File: src/rtl/pb_spi_master.sv
// rtl/pb_spi_master.sv - KCPSM6 port-mapped SPI master, mode 0, MSB first, one byte per transfer
// Registers: DATA, CTRL, STATUS, CLKDIV at BASE_ADDR..BASE_ADDR+3; level interrupt on byte done.
module pb_spi_master #(
   parameter logic [7:0] BASE_ADDR = 8'h10,
   parameter logic [7:0] DIV_RESET = 8'd4
) (
   input  logic       clk_sys,
   input  logic       reset_sys,
   input  logic [7:0] port_id,
   input  logic [7:0] out_port,
   input  logic       write_strobe,
   input  logic       read_strobe,
   output logic [7:0] in_port,
   output logic       interrupt,
   input  logic       interrupt_ack,
   output logic       spi_sclk,
   output logic       spi_mosi,
   input  logic       spi_miso,
   output logic       spi_cs_n
);

   typedef enum logic [1:0] {IDLE, LOW, HIGH} state_t;

   state_t     state;
   state_t     next_state;

   logic       hit;
   logic [1:0] offset;
   logic       wr_data;
   logic       wr_ctrl;
   logic       wr_div;
   logic       rd_status;

   logic [7:0] tx_shift;
   logic [7:0] rx_shift;
   logic [7:0] data_rx;
   logic [7:0] clkdiv;
   logic [7:0] divider;
   logic [2:0] bit_cnt;
   logic       cs_en;
   logic       int_en;
   logic       busy;
   logic       done;
   logic       overrun;

   logic       div_hit;
   logic       start;
   logic       rise;
   logic       shift;
   logic       finish;
   logic [7:0] read_mux;

   assign hit       = (port_id[7:2] == BASE_ADDR[7:2]);
   assign offset    = port_id[1:0];
   assign wr_data   = write_strobe && hit && (offset == 2'd0);
   assign wr_ctrl   = write_strobe && hit && (offset == 2'd1);
   assign wr_div    = write_strobe && hit && (offset == 2'd3);
   assign rd_status = read_strobe  && hit && (offset == 2'd2);
   assign div_hit   = (divider == clkdiv);
   assign spi_cs_n  = ~cs_en;

   always_ff @(posedge clk_sys) begin
      if (reset_sys) begin
         state <= IDLE;
      end else begin
         state <= next_state;
      end
   end

   always_comb begin
      next_state = state;
      start      = 1'b0;
      rise       = 1'b0;
      shift      = 1'b0;
      finish     = 1'b0;
      case (state)
         IDLE: begin
            if (wr_data) begin
               start      = 1'b1;
               next_state = LOW;
            end
         end
         LOW: begin
            if (div_hit) begin
               rise       = 1'b1;
               next_state = HIGH;
            end
         end
         HIGH: begin
            if (div_hit) begin
               if (bit_cnt == 3'd7) begin
                  finish     = 1'b1;
                  next_state = IDLE;
               end else begin
                  shift      = 1'b1;
                  next_state = LOW;
               end
            end
         end
         default: next_state = IDLE;
      endcase
   end

   always_comb begin
      read_mux = 8'h00;
      if (hit) begin
         case (offset)
            2'd0:    read_mux = data_rx;
            2'd1:    read_mux = {6'b0, int_en, cs_en};
            2'd2:    read_mux = {5'b0, overrun, done, busy};
            default: read_mux = clkdiv;
         endcase
      end
   end

   always_ff @(posedge clk_sys) begin
      if (reset_sys) begin
         tx_shift  <= 8'h00;
         rx_shift  <= 8'h00;
         data_rx   <= 8'h00;
         clkdiv    <= DIV_RESET;
         divider   <= 8'h00;
         bit_cnt   <= 3'd0;
         cs_en     <= 1'b0;
         int_en    <= 1'b0;
         busy      <= 1'b0;
         done      <= 1'b0;
         overrun   <= 1'b0;
         interrupt <= 1'b0;
         spi_sclk  <= 1'b0;
         spi_mosi  <= 1'b0;
         in_port   <= 8'h00;
      end else begin
         // Half-period counter restarts on every state change and idles at zero.
         if ((state != next_state) || (state == IDLE)) begin
            divider <= 8'h00;
         end else begin
            divider <= divider + 8'd1;
         end

         if (start) begin
            tx_shift <= out_port;
            spi_mosi <= out_port[7];
            rx_shift <= 8'h00;
            bit_cnt  <= 3'd0;
            busy     <= 1'b1;
         end
         if (rise) begin
            rx_shift <= {rx_shift[6:0], spi_miso};
            spi_sclk <= 1'b1;
         end
         if (shift) begin
            tx_shift <= {tx_shift[6:0], 1'b0};
            spi_mosi <= tx_shift[6];
            bit_cnt  <= bit_cnt + 3'd1;
            spi_sclk <= 1'b0;
         end
         if (finish) begin
            data_rx  <= rx_shift;
            busy     <= 1'b0;
            spi_sclk <= 1'b0;
         end

         if (wr_ctrl) begin
            cs_en  <= out_port[0];
            int_en <= out_port[1];
         end
         if (wr_div) begin
            clkdiv <= out_port;
         end

         // Set beats clear for the sticky flags and the interrupt request.
         if (finish) begin
            done <= 1'b1;
         end else if (rd_status) begin
            done <= 1'b0;
         end

         if (wr_data && busy) begin
            overrun <= 1'b1;
         end else if (rd_status) begin
            overrun <= 1'b0;
         end

         if (finish && int_en) begin
            interrupt <= 1'b1;
         end else if (interrupt_ack || (wr_ctrl && !out_port[1])) begin
            interrupt <= 1'b0;
         end

         in_port <= read_mux;
      end
   end

endmodule

File: config.mk
export PLATFORM = sky130hd
export DESIGN_NAME = pb_spi_master
export DESIGN_NICKNAME = d
export VERILOG_FILES = /design/src/rtl/pb_spi_master.sv
export SDC_FILE = /design/constraint.sdc
export NUM_CORES = 1
export LEC_CHECK = 0
export ABC_AREA = 0
export BUFFER_PORTS_ARGS = -buffer_cell sky130_fd_sc_hd__buf_2
export CORE_AREA = 3 3 85 87
export DETAILED_ROUTE_END_ITERATION = 10
export DIE_AREA = 0 0 88 90
export SYNTH_ARGS = -nofsm -noshare
export SYNTH_HDL_FRONTEND = slang
export SYNTH_SLANG_ARGS = --single-unit
File: constraint.sdc
create_clock -name clk_sys -period 1.96 [get_ports clk_sys]
set_input_delay 0.098 -clock clk_sys [delete_from_list [all_inputs] [get_ports clk_sys]]
set_output_delay 0.098 -clock clk_sys [all_outputs]
set_load 0.005 [all_outputs]
# Word level (Yosys, flattened, before mapping)
# Index checks and enable logic that the tools add are counted.
dict set report classes {
  add_sub_neg 2
  n_eq_ne 9
  mux 29
  n_bitwise 2
  reduce_logical 24
}
# cell n
set ops {}
lappend ops {{$pmux W8 S3} 1}
lappend ops {{$mux W1} 18}
lappend ops {{$mux W8} 2}
lappend ops {{$mux W7} 2}
lappend ops {{$reduce_bool A2 Y1} 5}
lappend ops {{$logic_and A1 B1 Y1} 9}
lappend ops {{$add A8 B1 Y8 const B} 1}
lappend ops {{$eq A8 B8 Y1} 1}
lappend ops {{$reduce_or A2 Y1} 4}
lappend ops {{$eq A2 B2 Y1 const B} 3}
lappend ops {{$eq A6 B3 Y1 const B} 1}
lappend ops {{$mux W2} 3}
lappend ops {{$mux W3} 2}
lappend ops {{$pmux W2 S3} 1}
lappend ops {{$eq A2 B1 Y1 const B} 2}
lappend ops {{$logic_not A2 Y1} 2}
lappend ops {{$add A3 B1 Y3 const B} 1}
lappend ops {{$eq A3 B3 Y1 const B} 1}
lappend ops {{$reduce_or A3 Y1} 1}
lappend ops {{$logic_or A1 B1 Y1} 2}
lappend ops {{$ne A2 B2 Y1} 1}
lappend ops {{$not A1 Y1} 2}
lappend ops {{$logic_not A1 Y1} 1}
dict set report word_totals {
  regBits 60
  input_bits 22
  out_inout_bits 12
}

# Logic depth before layout (Yosys ltp)
# Gate-level depths: netlist of the first run.
dict set report logic_depth {
  ltp_word 8
  depth_mapped 6
  mapped_depth_nobuf 5
}

# Worst setup path after synthesis of the first run
# OpenSTA, ideal clock, no wires.
dict set report synth_timing {
  path_type {flip-flop to flip-flop}
  from {register bit_cnt[0]}
  to {register bit_cnt[0]}
  setup_time_ps 121
  arrival_ps 1495
  setup_slack_ps 344
  path_stages_with_launch 7
  path_buffers 1
  synth_period_minus_slack_ps 1616
  cell_sequence {dfxtp_1 ha_1 ha_1 nand2b_1 clkbuf_1 nor3_2 mux2_2}
}
dict set report synth_via {
  elab_chain_len 5
}
# item line_no
set synth_lines {}
lappend synth_lines {{start, declared} 39} ;# logic [2:0] bit_cnt;
lappend synth_lines {{start signal, assigned} 155} ;# bit_cnt <= bit_cnt + 3'd1;
lappend synth_lines {{$eq A3 B3 Y1} 91} ;# if (bit_cnt == 3'd7) begin
lappend synth_lines {{$mux W1} 91}
lappend synth_lines {{$mux W1} 90} ;# if (div_hit) begin
lappend synth_lines {{$mux W1} 76} ;# case (state)
lappend synth_lines {{$mux W3 or $reduce_bool A2 Y1 (tied branches)} --}
# Several ways; a longest one is shown, not always the timed one.
# A chain may end at the register's enable or synchronous reset.

# Worst setup path in the final report of the first run
dict set report layout_timing {
  from {register clkdiv[1]}
  to {register rx_shift[1]}
}
dict set report layout_via {
  elab_chain_len 4
}
# item line_no
set layout_lines {}
lappend layout_lines {{start, declared} 37} ;# logic [7:0] clkdiv;
lappend layout_lines {{start signal, assigned} 169} ;# clkdiv <= out_port;
lappend layout_lines {{$eq A8 B8 Y1 *} 59} ;# assign div_hit = (divider == clkdiv);
lappend layout_lines {{$mux W1 *} 84} ;# if (div_hit) begin
lappend layout_lines {{$mux W1 *} 76}
lappend layout_lines {{$mux W8 or $reduce_bool A2 Y1 (tied branches)} --}
lappend layout_lines {{end signal, assigned} 149} ;# rx_shift <= {rx_shift[6:0], spi_miso};
lappend layout_lines {{end, declared} 35} ;# logic [7:0] rx_shift;
# Every way passes the cells marked *; elsewhere a longest branch is shown, timed or not.

==> results of run 1 <==
[logic make-up (layout without fill, tap and decap cells)]
family                     Yosys count  count (layout)
xor gates and xnor gates            14              14
DFF                                 60              60
buffers and inverters               26              73
adders and majority gates            3               3
muxes                               22              22
AOI/OAI and AO/OA                   52              52
and+or+nand+nor                     97              97
[power groups by stage]
stage	sequential [mW]	combinational (mW)	clock, mW
3_3_place_gp	1.25	0.0932	0
2_1_floorplan	1.25	0.0481	0
6_report	1.22	0.0951	1.07
4_1_cts	1.22	0.0953	1.10
3_5_place_dp	1.25	0.0918	0
5_1_grt	1.22	0.105	1.14
[metal layers]
| layer | global-route usage (%) | vias to the layer above |
|---|---|---|
| li1 | - | 1101 |
| met1 | 23.24 | 1016 |
| met2 | 22.24 | 62 |
| met3 | 5.759 | 8 |
| met4 | 4.987 | 0 |
| met5 | 0 | - |
[registers in the layout, summed over array words and instances (netlist names), 2 cells and up]
signal / count
in_port: 8
bit_cnt: 3
tx_shift: 7
clkdiv: 8
divider: 8
rx_shift: 8
state: 2
data_rx: 8
[through the flow]
stage / worst slack (ns) / total power, mW
6_report: 0.1115 / 2.386
5_1_grt: -0.01528 / 2.469
4_1_cts: 0.09963 / 2.416
3_5_place_dp: 0.1297 / 1.343
3_3_place_gp: 0.1344 / 1.344
2_1_floorplan: 0.3444 / 1.299
[synthesized netlist by cell type, types with 2 or more instances]
cell	count
sky130_fd_sc_hd__ha_1	3
sky130_fd_sc_hd__xor2_1	5
sky130_fd_sc_hd__a41o_1	10
sky130_fd_sc_hd__dfxtp_1	60
sky130_fd_sc_hd__o21ai_0	5
sky130_fd_sc_hd__o31ai_1	2
sky130_fd_sc_hd__nand2b_1	4
sky130_fd_sc_hd__a22oi_1	5
sky130_fd_sc_hd__xnor2_1	9
sky130_fd_sc_hd__nor2b_1	4
sky130_fd_sc_hd__buf_2	9
sky130_fd_sc_hd__mux4_2	2
sky130_fd_sc_hd__nor2_1	28
sky130_fd_sc_hd__nor4_1	19
sky130_fd_sc_hd__and3_1	5
sky130_fd_sc_hd__a31o_1	8
sky130_fd_sc_hd__mux2i_1	19
sky130_fd_sc_hd__inv_1	3
sky130_fd_sc_hd__clkbuf_1	11
sky130_fd_sc_hd__a21oi_1	11
sky130_fd_sc_hd__nand2_1	15
sky130_fd_sc_hd__o41ai_1	7
sky130_fd_sc_hd__nand4_1	4
sky130_fd_sc_hd__or3_1	3
sky130_fd_sc_hd__nand3_1	7
[cell type report]
type,count,area [um^2]
well taps,77,96.34
multi-input cells,188,1324
clock inverters,7,66.31
fillers,605,3276
repair buffers,53,320.3
clock buffers,9,123.9
flip-flops and latches,60,1201
inverters,4,15.01
[critical path: stages, from the launching register on]
cell and delay [ns]:
sky130_fd_sc_hd__dfxtp_1 0.40, sky130_fd_sc_hd__xnor2_1 0.14, sky130_fd_sc_hd__nand4_1 0.28, sky130_fd_sc_hd__or3_1 0.62, sky130_fd_sc_hd__a41o_1 0.29
[what timing repair did]
action                     in CTS  in global routing
hold endpoints to repair        2                  0
hold buffers                    2                  0
setup endpoints to repair       0                 10
resized for setup               0                  0
[worst min-delay path by stage]
stage / to / depth (start not counted)
5_1_grt: clkdiv[3]$_SDFFE_PP0P_ / 3
3_5_place_dp: clkdiv[2]$_SDFFE_PP1P_ / 3
3_3_place_gp: clkdiv[2]$_SDFFE_PP1P_ / 3
4_1_cts: clkdiv[7]$_SDFFE_PP0P_ / 3
2_1_floorplan: clkdiv[2]$_SDFFE_PP1P_ / 2
6_report: clkdiv[7]$_SDFFE_PP0P_ / 3
==> results_dict.tcl, run 1 <==
set metrics [dict create \
    outcome "finished, final reports clean" \
    cts_tree "built" \
    clkSinkCount 60 \
    grt_remaining_overflow 0 \
    p_sw_share_pct 22.81 \
    dominant_synthesized_flop_cell "sky130_fd_sc_hd__dfxtp_1" \
    hold_path_class "input pin to flip-flop" \
    fp.coreArea_um2 6422 \
    synth_area_leader_cell "sky130_fd_sc_hd__dfxtp_1" \
    post_layout_instance_count_excluding_filler_cells 398 \
    timing.final.setup_violations 0 \
    cap_viol_max_count 0 \
    clockBufferDepth 2 \
    internal_power_mw 1.842 \
    r2r_slack_ns 0.11 \
    hold_ws_ns 0.009835 \
    p_comb_share_pct 4.0 \
    synth_top_family_by_area "simple AND/OR/NAND/NOR gates" \
    drt_wl_total_um 6049 \
    top_library_cells_by_usage_in_the_layout_fill_and_taps_aside "sky130_fd_sc_hd__dfxtp_1 (60), sky130_fd_sc_hd__buf_2 (33), sky130_fd_sc_hd__nor2_1 (28)" \
    critical_path_arrival_ns 2.08 \
    num_rows 29 \
    cp-startpoint "clkdiv[1]$_SDFFE_PP0P_" \
    cp-endpoint "rx_shift[1]$_SDFFE_PP0P_" \
    clk_pin_slew_ns 0.07 \
    synth_nets 299 \
    global_route_wire_length_before_repair_um 10010 \
    max_slew.worst_pin.slew_ns 0.5084 \
    fin_util_pct 49.00 \
    peakVddDrop_v 0.0004778 \
    clock_power_share_pct 44.7 \
    worst-setup-path-type "flip-flop to flip-flop" \
    wl_met1_um 3039 \
    largest_net_degree_at_the_start_of_global_routing 21 \
    cts_buffers 9 \
    regToRegEndpoint "rx_shift[1]$_SDFFE_PP0P_" \
    die_area_um2 7920 \
    timing.setup.tns_ns 0 \
    gp_congestion 0.8152 \
    worst_r2r_path_depth 4 \
    yosys.area_share.simple_pct 19.63 \
    grt_antenna_before_repair 0 \
    number_of_global_route_vias_before_repair 1980 \
    dp_hpwl_um 4485 \
    synthesis.area_um2 2645 \
    dp_area_um2 2937 \
    number_of_violations_reported_at_the_end_of_detailed_routing_iteration_0 97 \
    reg2reg_from "clkdiv[1]$_SDFFE_PP0P_" \
    power.switching_mw 0.5443 \
    vertical_extent_of_the_die_um 90 \
    slew_violations 0 \
    synth.distinct_cells 41 \
    post_drt_wl_per_cell_um 15.20 \
    yosys_warnings 0 \
    final_min_period_over_clock_period_pct 94.31 \
    muxShareOfSynthArea_pct 9.319 \
    crit_path_start_kind "flip-flop" \
    floorplan.initialDensity_pct 41.18 \
    total_leakage_power_nw 1.384 \
    syn_to_final_growth_pct 18.97 \
    synth_top_area_share_pct 45.41 \
    relSlewSlack_pct 65.90 \
    synthTopCellsByArea "sky130_fd_sc_hd__dfxtp_1 (45%), sky130_fd_sc_hd__mux2i_1 (7.2%), sky130_fd_sc_hd__nor4_1 (4.5%)" \
    worst_setup_path_end_kind "flip-flop" \
    num-nets-final 341 \
    finalHoldViolCount 0 \
    grt_setup_unrepaired "true" \
    critical_path.max_fanout 10 \
    finalWorstPathRequiredPeriod_ns 1.849 \
    critical_path_required_ns 2.19 \
    clock_latency_ns 0.34 \
    mostFrequentLayoutCell "sky130_fd_sc_hd__dfxtp_1" \
    clock-root-buffer "sky130_fd_sc_hd__clkbuf_8" \
    cts_htree_levels 3 \
    yosys.area_share.adder_pct 1.419 \
    synth_compound_gate_area_share_pct 15.04 \
    io_buffers 33 \
    route.met2.wl_um 2545 \
    post_synthesis_cell_count 274 \
    route.antenna.remaining_nets 0 \
    highest_layer "met4" \
    vias_per_cell 5.495 \
    timing.fmax_ghz 0.5410 \
    detailroute.via_count 2187 \
    power_density_nw_per_um2 758.3 \
    antennaDiodeCount 0 \
    first_drt_pass_iteration_count 4 \
    cts_post_setup_buffers_inserted 0 \
    worst_hold_startpoint "out_port[7]" \
    drc_errors 0 \
    post_route_cells_drive_above_1_share_pct 23.36 \
    routed-wl-met3_um 392 \
    power.sequential.fraction_pct 51.3 \
    final.setup_skew_ns 0.008317 \
    ys_async_sr_fraction_pct 0 \
    ios 34 \
    synth.ff_latch_count 60 \
    die_width_um 88 \
    synth_edf_count 0 \
    synth-xor-area-share_pct 4.636 \
    syn_area_per_cell_um2 9.653 \
    grt.total_usage_pct 16.11 \
    placedCellCount 380 \
    seq_area_frac_synth_pct 45.41 \
    stdcell_area_um2 3147 \
]
(Power assumes the default switching activity.)
==> run 2: changes to the inputs <==
- CORE_AREA: 3 3 85 87 -> 3 3 89 91
- DIE_AREA: 0 0 88 90 -> 0 0 92 94
==> results_dict.tcl, run 2 (synthesized netlist as in run 1, its figures left out) <==
set metrics [dict create \
    timing.setup.tns_ns 0 \
    cts_post_setup_buffers_inserted 0 \
    slew_violations 0 \
    cts_tree "built" \
    route.antenna.remaining_nets 0 \
    design_power_mw 2.528 \
    first_drt_pass_iteration_count 4 \
    cap_viol_max_count 0 \
    gp_congestion 0.8491 \
    hold_path_class "input pin to flip-flop" \
    critical_path_required_ns 2.18 \
    clock_power_share_pct 47.9 \
    clkSinkCount 60 \
    top_library_cells_by_usage_in_the_layout_fill_and_taps_aside "sky130_fd_sc_hd__dfxtp_1 (60), sky130_fd_sc_hd__buf_2 (33), sky130_fd_sc_hd__nor2_1 (28)" \
    number_of_violations_reported_at_the_end_of_detailed_routing_iteration_0 89 \
    antennaDiodeCount 0 \
    finalWorstPathRequiredPeriod_ns 1.826 \
    critical_path_arrival_ns 2.05 \
    power.sequential.fraction_pct 48.4 \
    dp_hpwl_um 4431 \
    finalWorstSetupSlack_ns 0.1340 \
    max_slew.worst_pin.slew_ns 0.4335 \
    num_rows 31 \
    cp_num_buf_inv 2 \
    peakVddDrop_v 0.0004609 \
    num-nets-final 337 \
    global_route_wire_length_before_repair_um 10350 \
    grt_antenna_before_repair 0 \
    critical-path-slowest-cell "sky130_fd_sc_hd__dfxtp_1" \
    internal_power_mw 2.002 \
    clk_pin_slew_ns 0.07 \
    cp_num_cells 6 \
    clock-root-buffer "sky130_fd_sc_hd__clkbuf_8" \
    outcome "finished, final reports clean" \
    timing.fmax_ghz 0.5476 \
    finalHoldViolCount 0 \
    die_area_um2 8648 \
    dp_area_um2 2954 \
    syn_to_final_growth_pct 20.81 \
    crit_path_max_incr_delay_ns 0.40 \
    hold_ws_ns 0.02754 \
    io_buffers 33 \
    detailroute.via_count 2140 \
    die_width_um 92 \
    total_leakage_power_nw 1.388 \
    power.switching_mw 0.5261 \
    critical_path.max_fanout 25 \
    grt.total_usage_pct 15.45 \
    crit_path_start_kind "flip-flop" \
    fp.coreArea_um2 7214 \
    p_sw_share_pct 20.81 \
    worst_r2r_path_depth 6 \
    post_drt_wl_per_cell_um 14.97 \
    stdcell_area_um2 3196 \
    drt_wl_total_um 6228 \
    drc_errors 0 \
    vertical_extent_of_the_die_um 94 \
    grt_remaining_overflow 0 \
    clock_latency_ns 0.34 \
    final.setup_skew_ns 0.008695 \
    p_comb_share_pct 3.7 \
    placement.setup.worst_slack_ns 0.1169 \
    relSlewSlack_pct 70.83 \
    ios 34 \
    final_min_period_over_clock_period_pct 93.17 \
    floorplan.initialDensity_pct 36.66 \
    worst_path_dominant_cell_family "simple AND/OR/NAND/NOR gates" \
    clockBufferDepth 2 \
    largest_net_degree_at_the_start_of_global_routing 44 \
    worstHoldPathCells 3 \
    vias_per_cell 5.144 \
    worst_setup_path_end_kind "flip-flop" \
    mostFrequentLayoutCell "sky130_fd_sc_hd__dfxtp_1" \
    cts_buffers 9 \
    grt_setup_unrepaired "false" \
    post_route_cells_drive_above_1_share_pct 23.34 \
    power_density_nw_per_um2 791.1 \
    timing.final.setup_violations 0 \
    cts_htree_levels 3 \
    worst-setup-path-type "flip-flop to flip-flop" \
    number_of_global_route_vias_before_repair 2037 \
    timing.critical_path.cells "xnor2_1, nand4_1, buf_12, buf_4, nor3_2, mux2_2" \
]
-- run 2: stage by stage --
stage,cells,util [%]
floorplan,274,-
global placement,399,40.95
detailed placement,399,40.95
CTS,415,43.95
global route,416,44.29
finish,416,44.29
-- run 2: worst register-to-register path, stage by stage (launching register included) --
cell and delay (ns):
sky130_fd_sc_hd__dfxtp_1 0.40, sky130_fd_sc_hd__xnor2_1 0.15, sky130_fd_sc_hd__nand4_1 0.20, sky130_fd_sc_hd__buf_12 0.21, sky130_fd_sc_hd__buf_4 0.17, sky130_fd_sc_hd__nor3_2 0.22, sky130_fd_sc_hd__mux2_2 0.35
-- run 2: per-layer routing --
| metal | up-vias | track usage, % | share of wire (%) |
|---|---|---|---|
| li1 | 1096 | - | - |
| met1 | 997 | 21.56 | 51 |
| met2 | 45 | 22.32 | 44 |
| met3 | 2 | 5.128 | 4.9 |
| met4 | 0 | 5.198 | 0.47 |
| met5 | - | 0 | 0 |
-- run 2: power by group through the flow --
| stage | sequential, mW | combinational, mW | clock [mW] |
|---|---|---|---|
| after floorplan | 1.25 | 0.0481 | 0 |
| after global placement | 1.25 | 0.0914 | 0 |
| after detailed placement | 1.25 | 0.0916 | 0 |
| after CTS | 1.22 | 0.0920 | 1.24 |
| after global routing | 1.22 | 0.103 | 1.30 |
| final | 1.22 | 0.0937 | 1.21 |
-- run 2: area by class of cell --
| class | instances | area, um^2 |
|---|---|---|
| clock buffer | 11 | 141.4 |
| clock inverter | 5 | 75.07 |
| fill | 733 | 4019 |
| inverter | 4 | 15.01 |
| multi-input combinational | 188 | 1339 |
| sequential | 60 | 1201 |
| tap | 99 | 123.9 |
| timing repair buffer | 49 | 300.3 |
-- run 2: final timing paths --
path	endpoint	from	slack, ns
setup / recovery	bit_cnt[0]$_SDFFE_PP0P_	divider[1]$_SDFF_PP0_	0.13
hold / removal	clkdiv[6]$_SDFFE_PP0P_	out_port[6]	0.03
setup reg to reg	bit_cnt[0]$_SDFFE_PP0P_	divider[1]$_SDFF_PP0_	0.13
hold reg to reg	overrun$_SDFFE_PP0P_	overrun$_SDFFE_PP0P_	0.48
-- run 2: repair_timing --
action	in CTS	in global routing
endpoints found under the hold margin	0	1
resized for setup	0	3
hold buffers	0	1
endpoints found under the setup margin	0	17
